**src/rtl/mux_n_to_1_seq_pkg.sv**
```systemverilog
// ---------------------------------------------------------------------------
// mux_n_to_1_seq_pkg
// Shared constants for the N-to-1 registered multiplexer.
//   MODE_FIXED / MODE_RR : encodings of the 'mode' input.
//   sel_width()          : select width an integrator should use for a given
//                          channel count (ceil(log2(n)), never less than 1).
// ---------------------------------------------------------------------------
package mux_n_to_1_seq_pkg;

    localparam logic MODE_FIXED = 1'b0;
    localparam logic MODE_RR    = 1'b1;

    function automatic int sel_width(input int n);
        return (n <= 2) ? 1 : $clog2(n);
    endfunction

endpackage

```
**src/rtl/mux_n_to_1_seq_if.sv**
```systemverilog
// ---------------------------------------------------------------------------
// mux_n_to_1_seq_if
// Bundles the producer-side channels, mode/select controls and the
// consumer-side output of the multiplexer.
//   in_data   [CHANNELS*WIDTH] channel i at bits [i*WIDTH +: WIDTH]
//   in_valid  [CHANNELS]       per-channel valid
//   in_ready  [CHANNELS]       per-channel accept (one-hot or zero)
//   mode                       0 = fixed select, 1 = round-robin
//   sel       [SEL_W]          channel used in fixed mode
//   out_data  [WIDTH]          registered output word
//   out_chan  [SEL_W]          channel that supplied out_data
//   out_valid                  output register holds data
//   out_ready                  consumer accepts out_data
// Modports: slave = the multiplexer, master = the surrounding environment.
// ---------------------------------------------------------------------------
interface mux_n_to_1_seq_if #(
    parameter int WIDTH    = 8,
    parameter int CHANNELS = 4,
    parameter int SEL_W    = 2
);
    logic [CHANNELS*WIDTH-1:0] in_data;
    logic [CHANNELS-1:0]       in_valid;
    logic [CHANNELS-1:0]       in_ready;
    logic                      mode;
    logic [SEL_W-1:0]          sel;
    logic [WIDTH-1:0]          out_data;
    logic [SEL_W-1:0]          out_chan;
    logic                      out_valid;
    logic                      out_ready;

    modport slave (
        input  in_data, in_valid, mode, sel, out_ready,
        output in_ready, out_data, out_chan, out_valid
    );

    modport master (
        output in_data, in_valid, mode, sel, out_ready,
        input  in_ready, out_data, out_chan, out_valid
    );
endinterface

```
**src/rtl/mux_n_to_1_seq_rr_arbiter_n.sv**
```systemverilog
// ---------------------------------------------------------------------------
// rr_arbiter_n
// Purely combinational round-robin arbiter. Scans channels starting just
// after last_grant (wrapping at CHANNELS-1 back to 0) and grants the first
// requesting one. The grant pointer itself is owned by the parent.
//   req         [CHANNELS] request per channel
//   last_grant  [SEL_W]    most recently granted channel
//   enable                 when low, no grant is produced
//   grant_valid            some channel is granted
//   grant_idx   [SEL_W]    index of the granted channel
// ---------------------------------------------------------------------------
module rr_arbiter_n #(
    parameter int CHANNELS = 4,
    parameter int SEL_W    = 2
) (
    input  logic [CHANNELS-1:0] req,
    input  logic [SEL_W-1:0]    last_grant,
    input  logic                enable,
    output logic                grant_valid,
    output logic [SEL_W-1:0]    grant_idx
);

    always_comb begin
        grant_valid = 1'b0;
        grant_idx   = '0;
        if (enable) begin
            // Offset 1 is the highest-priority position; offset CHANNELS
            // wraps onto last_grant itself so a lone requester still wins.
            for (int off = 1; off <= CHANNELS; off++) begin
                for (int i = 0; i < CHANNELS; i++) begin
                    if (!grant_valid && req[i] &&
                        (i == (int'(last_grant) + off) % CHANNELS)) begin
                        grant_valid = 1'b1;
                        grant_idx   = SEL_W'(i);
                    end
                end
            end
        end
    end

endmodule

```
**src/rtl/mux_n_to_1_seq.sv**
```systemverilog
// ---------------------------------------------------------------------------
// mux_n_to_1_seq
// N-channel registered multiplexer with valid/ready on every input channel
// and on the output. Channel choice is either an external select (fixed
// mode) or round-robin among valid channels. A single output register gives
// one cycle of latency and full throughput (it reloads while draining).
//   clock    rising-edge clock
//   reset_n  synchronous, active-low reset
//   bus      mux_n_to_1_seq_if.slave (channels, mode/sel, output)
// ---------------------------------------------------------------------------
module mux_n_to_1_seq
    import mux_n_to_1_seq_pkg::*;
#(
    parameter int WIDTH    = 8,
    parameter int CHANNELS = 4,
    parameter int SEL_W    = 2
) (
    input  logic                 clock,
    input  logic                 reset_n,
    mux_n_to_1_seq_if.slave      bus
);

    logic                out_valid_q, out_valid_d;
    logic [WIDTH-1:0]    out_data_q,  out_data_d;
    logic [SEL_W-1:0]    out_chan_q,  out_chan_d;
    logic [SEL_W-1:0]    last_grant_q, last_grant_d;

    logic                load_en;
    logic                xfer;
    logic                rr_valid, fix_valid, grant_valid;
    logic [SEL_W-1:0]    rr_idx, grant_idx;
    logic [WIDTH-1:0]    grant_data;
    logic [CHANNELS-1:0] ready;

    // Reset is folded in so no channel is accepted while reset_n is low.
    assign load_en = reset_n && (!out_valid_q || bus.out_ready);

    rr_arbiter_n #(
        .CHANNELS (CHANNELS),
        .SEL_W    (SEL_W)
    ) u_arb (
        .req         (bus.in_valid),
        .last_grant  (last_grant_q),
        .enable      (bus.mode == MODE_RR),
        .grant_valid (rr_valid),
        .grant_idx   (rr_idx)
    );

    // Fixed select: an out-of-range sel simply matches no channel.
    always_comb begin
        fix_valid = 1'b0;
        for (int i = 0; i < CHANNELS; i++) begin
            if ((int'(bus.sel) == i) && bus.in_valid[i]) begin
                fix_valid = 1'b1;
            end
        end
    end

    assign grant_valid = (bus.mode == MODE_RR) ? rr_valid : fix_valid;
    assign grant_idx   = (bus.mode == MODE_RR) ? rr_idx   : bus.sel;
    assign xfer        = load_en && grant_valid;

    always_comb begin
        grant_data = '0;
        ready      = '0;
        for (int i = 0; i < CHANNELS; i++) begin
            if (int'(grant_idx) == i) begin
                grant_data = bus.in_data[i*WIDTH +: WIDTH];
                ready[i]   = xfer;
            end
        end
    end

    assign bus.in_ready = ready;

    always_comb begin
        out_valid_d  = out_valid_q;
        out_data_d   = out_data_q;
        out_chan_d   = out_chan_q;
        last_grant_d = last_grant_q;
        // EMPTY/FULL: whenever the register may load, FULL follows the grant.
        if (load_en) begin
            out_valid_d = grant_valid;
        end
        if (xfer) begin
            out_data_d = grant_data;
            out_chan_d = grant_idx;
            // Fixed-mode transfers leave the pointer alone so RR resumes fairly.
            if (bus.mode == MODE_RR) begin
                last_grant_d = grant_idx;
            end
        end
    end

    // ---- output register stage ----
    always_ff @(posedge clock) begin
        if (!reset_n) begin
            out_valid_q  <= 1'b0;
            out_data_q   <= '0;
            out_chan_q   <= '0;
            last_grant_q <= SEL_W'(CHANNELS - 1);
        end else begin
            out_valid_q  <= out_valid_d;
            out_data_q   <= out_data_d;
            out_chan_q   <= out_chan_d;
            last_grant_q <= last_grant_d;
        end
    end

    assign bus.out_valid = out_valid_q;
    assign bus.out_data  = out_data_q;
    assign bus.out_chan  = out_chan_q;

endmodule

```
**src/flat_wrapper.sv**
```systemverilog
// flat-port wrapper written by rule: the top's interface ports become plain ports
module mux_n_to_1_seq_flat import mux_n_to_1_seq_pkg::*;
#(
    parameter int WIDTH    = 8,
    parameter int CHANNELS = 4,
    parameter int SEL_W    = 2
)
  (clock, reset_n, bus_in_data, bus_in_valid, bus_mode, bus_sel, bus_out_ready, bus_in_ready, bus_out_data, bus_out_chan, bus_out_valid);
  mux_n_to_1_seq_if #(.WIDTH(WIDTH), .CHANNELS(CHANNELS), .SEL_W(SEL_W)) bus_i ();
  input  logic clock;
  input  logic reset_n;
  input wire logic [$bits(bus_i.in_data)-1:0] bus_in_data;
  input wire logic [$bits(bus_i.in_valid)-1:0] bus_in_valid;
  input wire logic [$bits(bus_i.mode)-1:0] bus_mode;
  input wire logic [$bits(bus_i.sel)-1:0] bus_sel;
  input wire logic [$bits(bus_i.out_ready)-1:0] bus_out_ready;
  output wire logic [$bits(bus_i.in_ready)-1:0] bus_in_ready;
  output wire logic [$bits(bus_i.out_data)-1:0] bus_out_data;
  output wire logic [$bits(bus_i.out_chan)-1:0] bus_out_chan;
  output wire logic [$bits(bus_i.out_valid)-1:0] bus_out_valid;
  assign bus_i.in_data = bus_in_data;
  assign bus_i.in_valid = bus_in_valid;
  assign bus_i.mode = bus_mode;
  assign bus_i.sel = bus_sel;
  assign bus_i.out_ready = bus_out_ready;
  assign bus_in_ready = bus_i.in_ready;
  assign bus_out_data = bus_i.out_data;
  assign bus_out_chan = bus_i.out_chan;
  assign bus_out_valid = bus_i.out_valid;
  mux_n_to_1_seq #(.WIDTH(WIDTH), .CHANNELS(CHANNELS), .SEL_W(SEL_W)) u_core (.clock(clock), .reset_n(reset_n), .bus(bus_i));
endmodule
```
**config.mk**
```make
export PLATFORM = sky130hd
export DESIGN_NAME = mux_n_to_1_seq_flat
export DESIGN_NICKNAME = d
export VERILOG_FILES = /design/src/rtl/mux_n_to_1_seq_pkg.sv /design/src/rtl/mux_n_to_1_seq_if.sv /design/src/rtl/mux_n_to_1_seq_rr_arbiter_n.sv /design/src/rtl/mux_n_to_1_seq.sv /design/src/flat_wrapper.sv
export SDC_FILE = /design/constraint.sdc
export NUM_CORES = 1
export LEC_CHECK = 0
export ABC_CLOCK_PERIOD_IN_PS = 2700
export BUFFER_PORTS_ARGS = -buffer_cell sky130_fd_sc_hd__buf_2
export CAP_MARGIN = 30
export CORE_MARGIN = 4
export CORE_UTILIZATION = 52
export DETAILED_ROUTE_END_ITERATION = 10
export GPL_TIMING_DRIVEN = 0
export PLACE_DENSITY_LB_ADDON = 0.15
export SLEW_MARGIN = 20
export SYNTH_ARGS = -nofsm -noshare
export SYNTH_HDL_FRONTEND = slang
export SYNTH_SLANG_ARGS = --single-unit
```
**constraint.sdc**
```tcl
create_clock -name clock -period 2.7 [get_ports clock]
set_input_delay 0.135 -clock clock [delete_from_list [all_inputs] [get_ports clock]]
set_output_delay 0.135 -clock clock [all_outputs]
set_load 0.05 [all_outputs]
```
Yosys cells after proc, flatten, opt, wreduce, memory -nomap -nowiden
Index checks and enable logic that the tools add are counted.
{"block": "op_classes", "add_sub_neg": 4, "eq_ne": 18, "muxes": 60, "bitwise": 4, "n_reduce_logical": 65}
{"op": "$logic_not 32->1", "n": 4}
{"op": "$mux 1", "n": 41}
{"op": "$logic_and 1x1->1", "n": 37}
{"op": "$mux 8", "n": 4}
{"op": "$mux 2", "n": 15}
{"op": "$eq 3x3->1 const A", "n": 8}
{"op": "$logic_not 1->1", "n": 16}
{"op": "$eq 2x3->1 const A", "n": 4}
{"op": "$eq 2x2->1 const B", "n": 4}
{"op": "$reduce_or 2->1", "n": 4}
{"op": "$add 2x1->2 const B", "n": 2}
{"op": "$add 2x2->2 const B", "n": 2}
{"op": "$and 1x1->1 const A", "n": 4}
{"op": "$eq 2x1->1 const B", "n": 2}
{"op": "$logic_not 2->1", "n": 2}
{"op": "$reduce_and 2->1", "n": 1}
{"op": "$logic_or 1x1->1", "n": 1}
{"block": "word_totals", "reg_bits": 13, "in_bits": 42, "output_inout_bits": 15, "elab_cells": 155}

Logic depth before layout (Yosys ltp)
{"block": "depth", "depth_word": 87, "ltp_mapped": 8, "mapped_depth_nobuf": 5}

By module
A second synthesis with hierarchy kept.
{"block": "hier_totals", "hier_cells": 75, "area_unflattened_um2": 827.0}
{"mod": "mux_n_to_1_seq", "instances": 1, "cells_per_inst": 60, "area_each_um2": 728.2, "seq_area_each_um2": 260.2}
{"mod": "rr_arbiter_n", "instances": 1, "cells_per_inst": 15, "area_each_um2": 98.8, "seq_area_each_um2": 0.0}

Worst setup path after synthesis
Ideal clock, no wire load.
{"block": "synth_path", "path_type": "register to output", "startpoint": "register u_core.out_valid_q (netlist: u_core.bus.out_valid)", "endpoint": "output port bus_in_ready[2]", "t_arrival_ps": 2268, "t_required_ps": 2565, "setup_slack_ps": 297, "stages_incl_launch_ff": 7, "n_path_buf": 2, "cell_sequence": "dfxtp_1 or2b_2 nand2_1 or2_1 buf_6 buf_12 nor3_1"}
{"block": "synth_via", "elab_chain_len": 5}
{"element": "start, declared", "line_no": "mux_n_to_1_seq.sv:23", "text": "logic out_valid_q, out_valid_d;"}
{"element": "start signal, assigned", "line_no": "mux_n_to_1_seq.sv:103", "text": "out_valid_q <= out_valid_d;"}
{"element": "$logic_not 1->1", "line_no": "mux_n_to_1_seq.sv:36", "text": "assign load_en = reset_n && (!out_valid_q || bus.out_ready);"}
{"element": "$logic_or 1x1->1", "line_no": "mux_n_to_1_seq.sv:36"}
{"element": "$logic_and 1x1->1", "line_no": "mux_n_to_1_seq.sv:36"}
{"element": "$logic_and 1x1->1", "line_no": "mux_n_to_1_seq.sv:61", "text": "assign xfer = load_en && grant_valid;"}
{"element": "$mux 1", "line_no": "mux_n_to_1_seq.sv:67", "text": "if (int'(grant_idx) == i) begin"}
{"element": "end, declared", "line_no": "flat_wrapper.sv:17", "text": "output wire logic [$bits(bus_i.in_ready)-1:0] bus_in_ready;"}
Every way passes these cells.

Worst setup path after layout
{"block": "layout_path", "startpoint": "register u_core.last_grant_q[0]", "endpoint": "output port bus_in_ready[2]"}
{"block": "layout_via", "elab_chain_len": 84, "elab_cells_between_ends": 125, "classes_between": "4 x add/sub; 13 x eq/ne; 49 x mux; 4 x bitwise; 55 x reduce/logical"}
{"element": "start, declared", "line_no": "mux_n_to_1_seq.sv:26", "text": "logic [SEL_W-1:0] last_grant_q, last_grant_d;"}
{"element": "start signal, assigned", "line_no": "mux_n_to_1_seq.sv:101", "text": "last_grant_q <= SEL_W'(CHANNELS - 1);"}
{"element": "start signal, assigned", "line_no": "mux_n_to_1_seq.sv:106", "text": "last_grant_q <= last_grant_d;"}
{"element": "$add 2x1->2", "line_no": "mux_n_to_1_seq_rr_arbiter_n.sv:32", "text": "(i == (int'(last_grant) + off) % CHANNELS)) begin"}
{"element": "$reduce_or 2->1 (no source line)"}
{"element": "$and 1x1->1 (no source line)"}
{"element": "$logic_not 32->1", "line_no": "mux_n_to_1_seq_rr_arbiter_n.sv:32"}
{"element": "$logic_and 1x1->1", "line_no": "mux_n_to_1_seq_rr_arbiter_n.sv:31", "text": "if (!grant_valid && req[i] &&"}
{"element": "$mux 1", "line_no": "mux_n_to_1_seq_rr_arbiter_n.sv:31"}
{"element": "$mux 1", "line_no": "mux_n_to_1_seq_rr_arbiter_n.sv:26", "text": "if (enable) begin"}
{"element": "$logic_not 1->1", "line_no": "mux_n_to_1_seq_rr_arbiter_n.sv:31"}
{"element": "[67 not listed]"}
{"element": "$mux 1", "line_no": "mux_n_to_1_seq_rr_arbiter_n.sv:31"}
{"element": "$mux 1", "line_no": "mux_n_to_1_seq_rr_arbiter_n.sv:26"}
{"element": "$logic_not 1->1", "line_no": "mux_n_to_1_seq_rr_arbiter_n.sv:31"}
{"element": "$logic_and 1x1->1 (2 in a row)", "line_no": "mux_n_to_1_seq_rr_arbiter_n.sv:31"}
{"element": "$mux 2 / $mux 1 (equally long branches)", "line_no": "mux_n_to_1_seq_rr_arbiter_n.sv:31"}
{"element": "$mux 2 / $mux 1 (equally long branches)", "line_no": "mux_n_to_1_seq.sv:60, mux_n_to_1_seq.sv:59"}
{"element": "$eq 2x2->1 / $logic_and 1x1->1 (equally long branches)", "line_no": "mux_n_to_1_seq.sv:67, mux_n_to_1_seq.sv:61"}
{"element": "$mux 1 *", "line_no": "mux_n_to_1_seq.sv:67"}
Mark *: on every way between the ends. The rest lies on a longest branch, timed or not. The select of a mux whose other input is x is not followed.

==> flow_summary.json <==
{
  "status": "completed",
  "grt_overflow": 0,
  "p_leak_nw": 0.8653,
  "post_cts_buffers": 0,
  "tightest_slew_ps": 504.9,
  "antenna_left": 0,
  "synthMuxAreaShare": 0.1420,
  "yosys_warnings": 0,
  "routed_wl_um": 4098,
  "dp_hpwl_um": 3095,
  "r2r_slack_ps": 870,
  "criticalPathCategory": "register to output pin",
  "cts_sinks": 13,
  "synth_area_um2": 1384,
  "antenna_found_initial": 0,
  "dieArea_um2": 3550,
  "syn_nets": 228,
  "fin_nets": 288,
  "final_area_um2": 1724,
  "grt_pass1_vias": 1511,
  "port_buffers": 55,
  "synthXorXnorAreaFrac": 0,
  "fin_skew_ps": 7.813,
  "setup_tns_ps": 0,
  "final-hold-violation-count": 0,
  "peakVddDrop_mv": 0.3384,
  "holdWs_ps": 131.5,
  "grt_pass1_wl_um": 6900,
  "die_x_um": 59.59,
  "routabilityCongestion": 0.8174,
  "wl_per_cell_um": 14.90,
  "via_per_inst": 5.909,
  "initial_core_util": 0.5536,
  "synth_top_family_by_area": "simple AND/OR/NAND/NOR gates",
  "async_flop_share": 0,
  "drive_above_1_share": 0.3673,
  "vias": 1625,
  "rows": 18,
  "htreeDepth": 1,
  "cp.required_ps": 2570,
  "r2r_cells": 6,
  "clk_pin_slew_worst_paths_ps": 100,
  "setup_viol": 0,
  "synth-simple-area-share": 0.3653,
  "core_area_um2": 2500,
  "crit_fanout": 10,
  "syn_inst": 186,
  "drtIter0Drc": 73,
  "grt.total_usage": 0.2510,
  "numCtsBuffers": 3,
  "r2r-start": "u_core.last_grant_q[0]",
  "dpl_cell_area_um2": 1697,
  "r2r_end": "u_core.bus.out_data[1]",
  "synth.most_common_cell": "nor2_1",
  "clk_latency_ps": 290,
  "place_inst": 271,
  "maxCapViolCount": 0,
  "synth_compound_area_frac": 0.2052,
  "final_cells": 275,
  "slew_viol_final": 0,
  "holdPathEnd": "u_core.bus.out_valid",
  "drc": 0,
  "post-route-min-period_ps": 2353,
  "clock_tree.buffer_depth": 2,
  "cts_resized": 0,
  "ios": 57,
  "hp-start": "reset_n",
  "dr.pass1.iters": 4,
  "grt_max_degree": 11,
  "synth_area_leaders": "dfxtp_1, mux2i_1, nor2_1",
  "synth_area_per_cell_um2": 7.440,
  "yosys.area_share.adder": 0,
  "power_density_nw_per_um2": 434.7,
  "yosysTopAreaCellShare": 0.1881,
  "grt_setup_unrepaired": "no",
  "fmax_mhz": 424.9,
  "holdPathStages": 2,
  "ctsRootBufferMaster": "clkbuf_4",
  "cp.arrival_ps": 2220,
  "netlist-cell-type-count": 42,
  "synth_edf_count": 0,
  "syn2layout_area_growth_pct": 24.59,
  "synth.yosys.seq_area_share": 0.1881,
  "synth-seq-cells": 13,
  "cts_tree": "done",
  "end_kind": "output pin",
  "antenna_cells": 0,
  "relSlewSlack": 0.6634,
  "holdBufCountCts": 0,
  "post-route-period-util": 0.8716,
  "yosysTopAreaCell": "dfxtp_1",
  "die_h_um": 59.59,
  "synthTopCellsByCount": "nor2_1, nand2_1, mux2i_1",
  "cp-start-kind": "register",
  "hold_class": "input pin to register",
  "synth-main-ff-cell": "dfxtp_1"
}
[cell usage in the layout, fill, tap and decap left out, types with 2 or more instances in the layout]
master / instances
a31o_1: 2
o2111ai_1: 4
o31ai_1: 6
nor4_1: 12
a21oi_1: 11
o21ai_0: 2
buf_2: 61
and3_1: 3
nand2_1: 22
or2_1: 2
clkbuf_1: 2
nand3_1: 13
and3_2: 11
o22ai_1: 6
clkbuf_8: 3
buf_6: 2
nor2b_1: 3
buf_1: 2
mux2i_1: 17
clkbuf_4: 3
dfxtp_1: 13
nor2_1: 23
[critical path, stage by stage (launching register included)]
cell and delay (ps):
dfxtp_1 370, and2b_1 210, o221ai_2 310, buf_2 280, a31oi_1 180, nor3_1 270
buf_2 300
[logic make-up after synthesis]
group / after synthesis
flip-flops: 13
AND/OR/NAND/NOR: 97
buffers and inverters: 18
multiplexers: 18
AO/OA/AOI/OAI: 40
[where the power goes]
group / switching [mW] / internal [mW] / total, mW
Combinational: 0.244 / 0.140 / 0.383
Clock: 0.0796 / 0.0551 / 0.135
Sequential: 0.0142 / 0.217 / 0.231
[metrics by stage]
stage                     power (mW)  setup slack [ps]  utilization
final                         0.7495             346.6       0.6897
after global routing          0.7968             178.7       0.6897
after CTS                     0.7502             351.0       0.6897
after detailed placement      0.6162             669.0       0.6787
after global placement        0.6110             707.0       0.6787
after floorplan               0.5089             296.9            -
[layer usage]
layer | wire length, µm | vias to the layer above | GRT usage
met5 | 0 | - | 0
met4 | 61 | 0 | 0.05696
met3 | 262 | 6 | 0.02614
met2 | 1998 | 63 | 0.4134
met1 | 1775 | 742 | 0.3513
li1 | - | 814 | -
[cell type report]
class,count,area (µm²)
buffer,17,133.9
sequential,13,260.3
inverter,1,3.754
timing repair buffer,55,275.3
fill,252,775.7
tap,30,37.54
multi-input combinational,155,985.9
clock inverter,1,5.005
clock buffer,3,22.52
[worst max-delay path by stage]
stage	startpoint	end	slack (ps)
final	u_core.last_grant_q[0]	bus_in_ready[2]	350
after global routing	u_core.last_grant_q[0]	bus_in_ready[2]	180
after CTS	u_core.last_grant_q[0]	bus_in_ready[2]	350
after detailed placement	u_core.last_grant_q[0]	bus_in_ready[2]	670
after global placement	u_core.last_grant_q[0]	bus_in_ready[2]	710
after floorplan	u_core.bus.out_valid	bus_in_ready[2]	300
[registers in the layout, summed over array words and instances (netlist names)]
register,flops
u_core.last_grant_q,2
u_core.bus.out_valid,1
u_core.bus.out_chan,2
u_core.bus.out_data,8
Power figures use the tool's default switching activity.
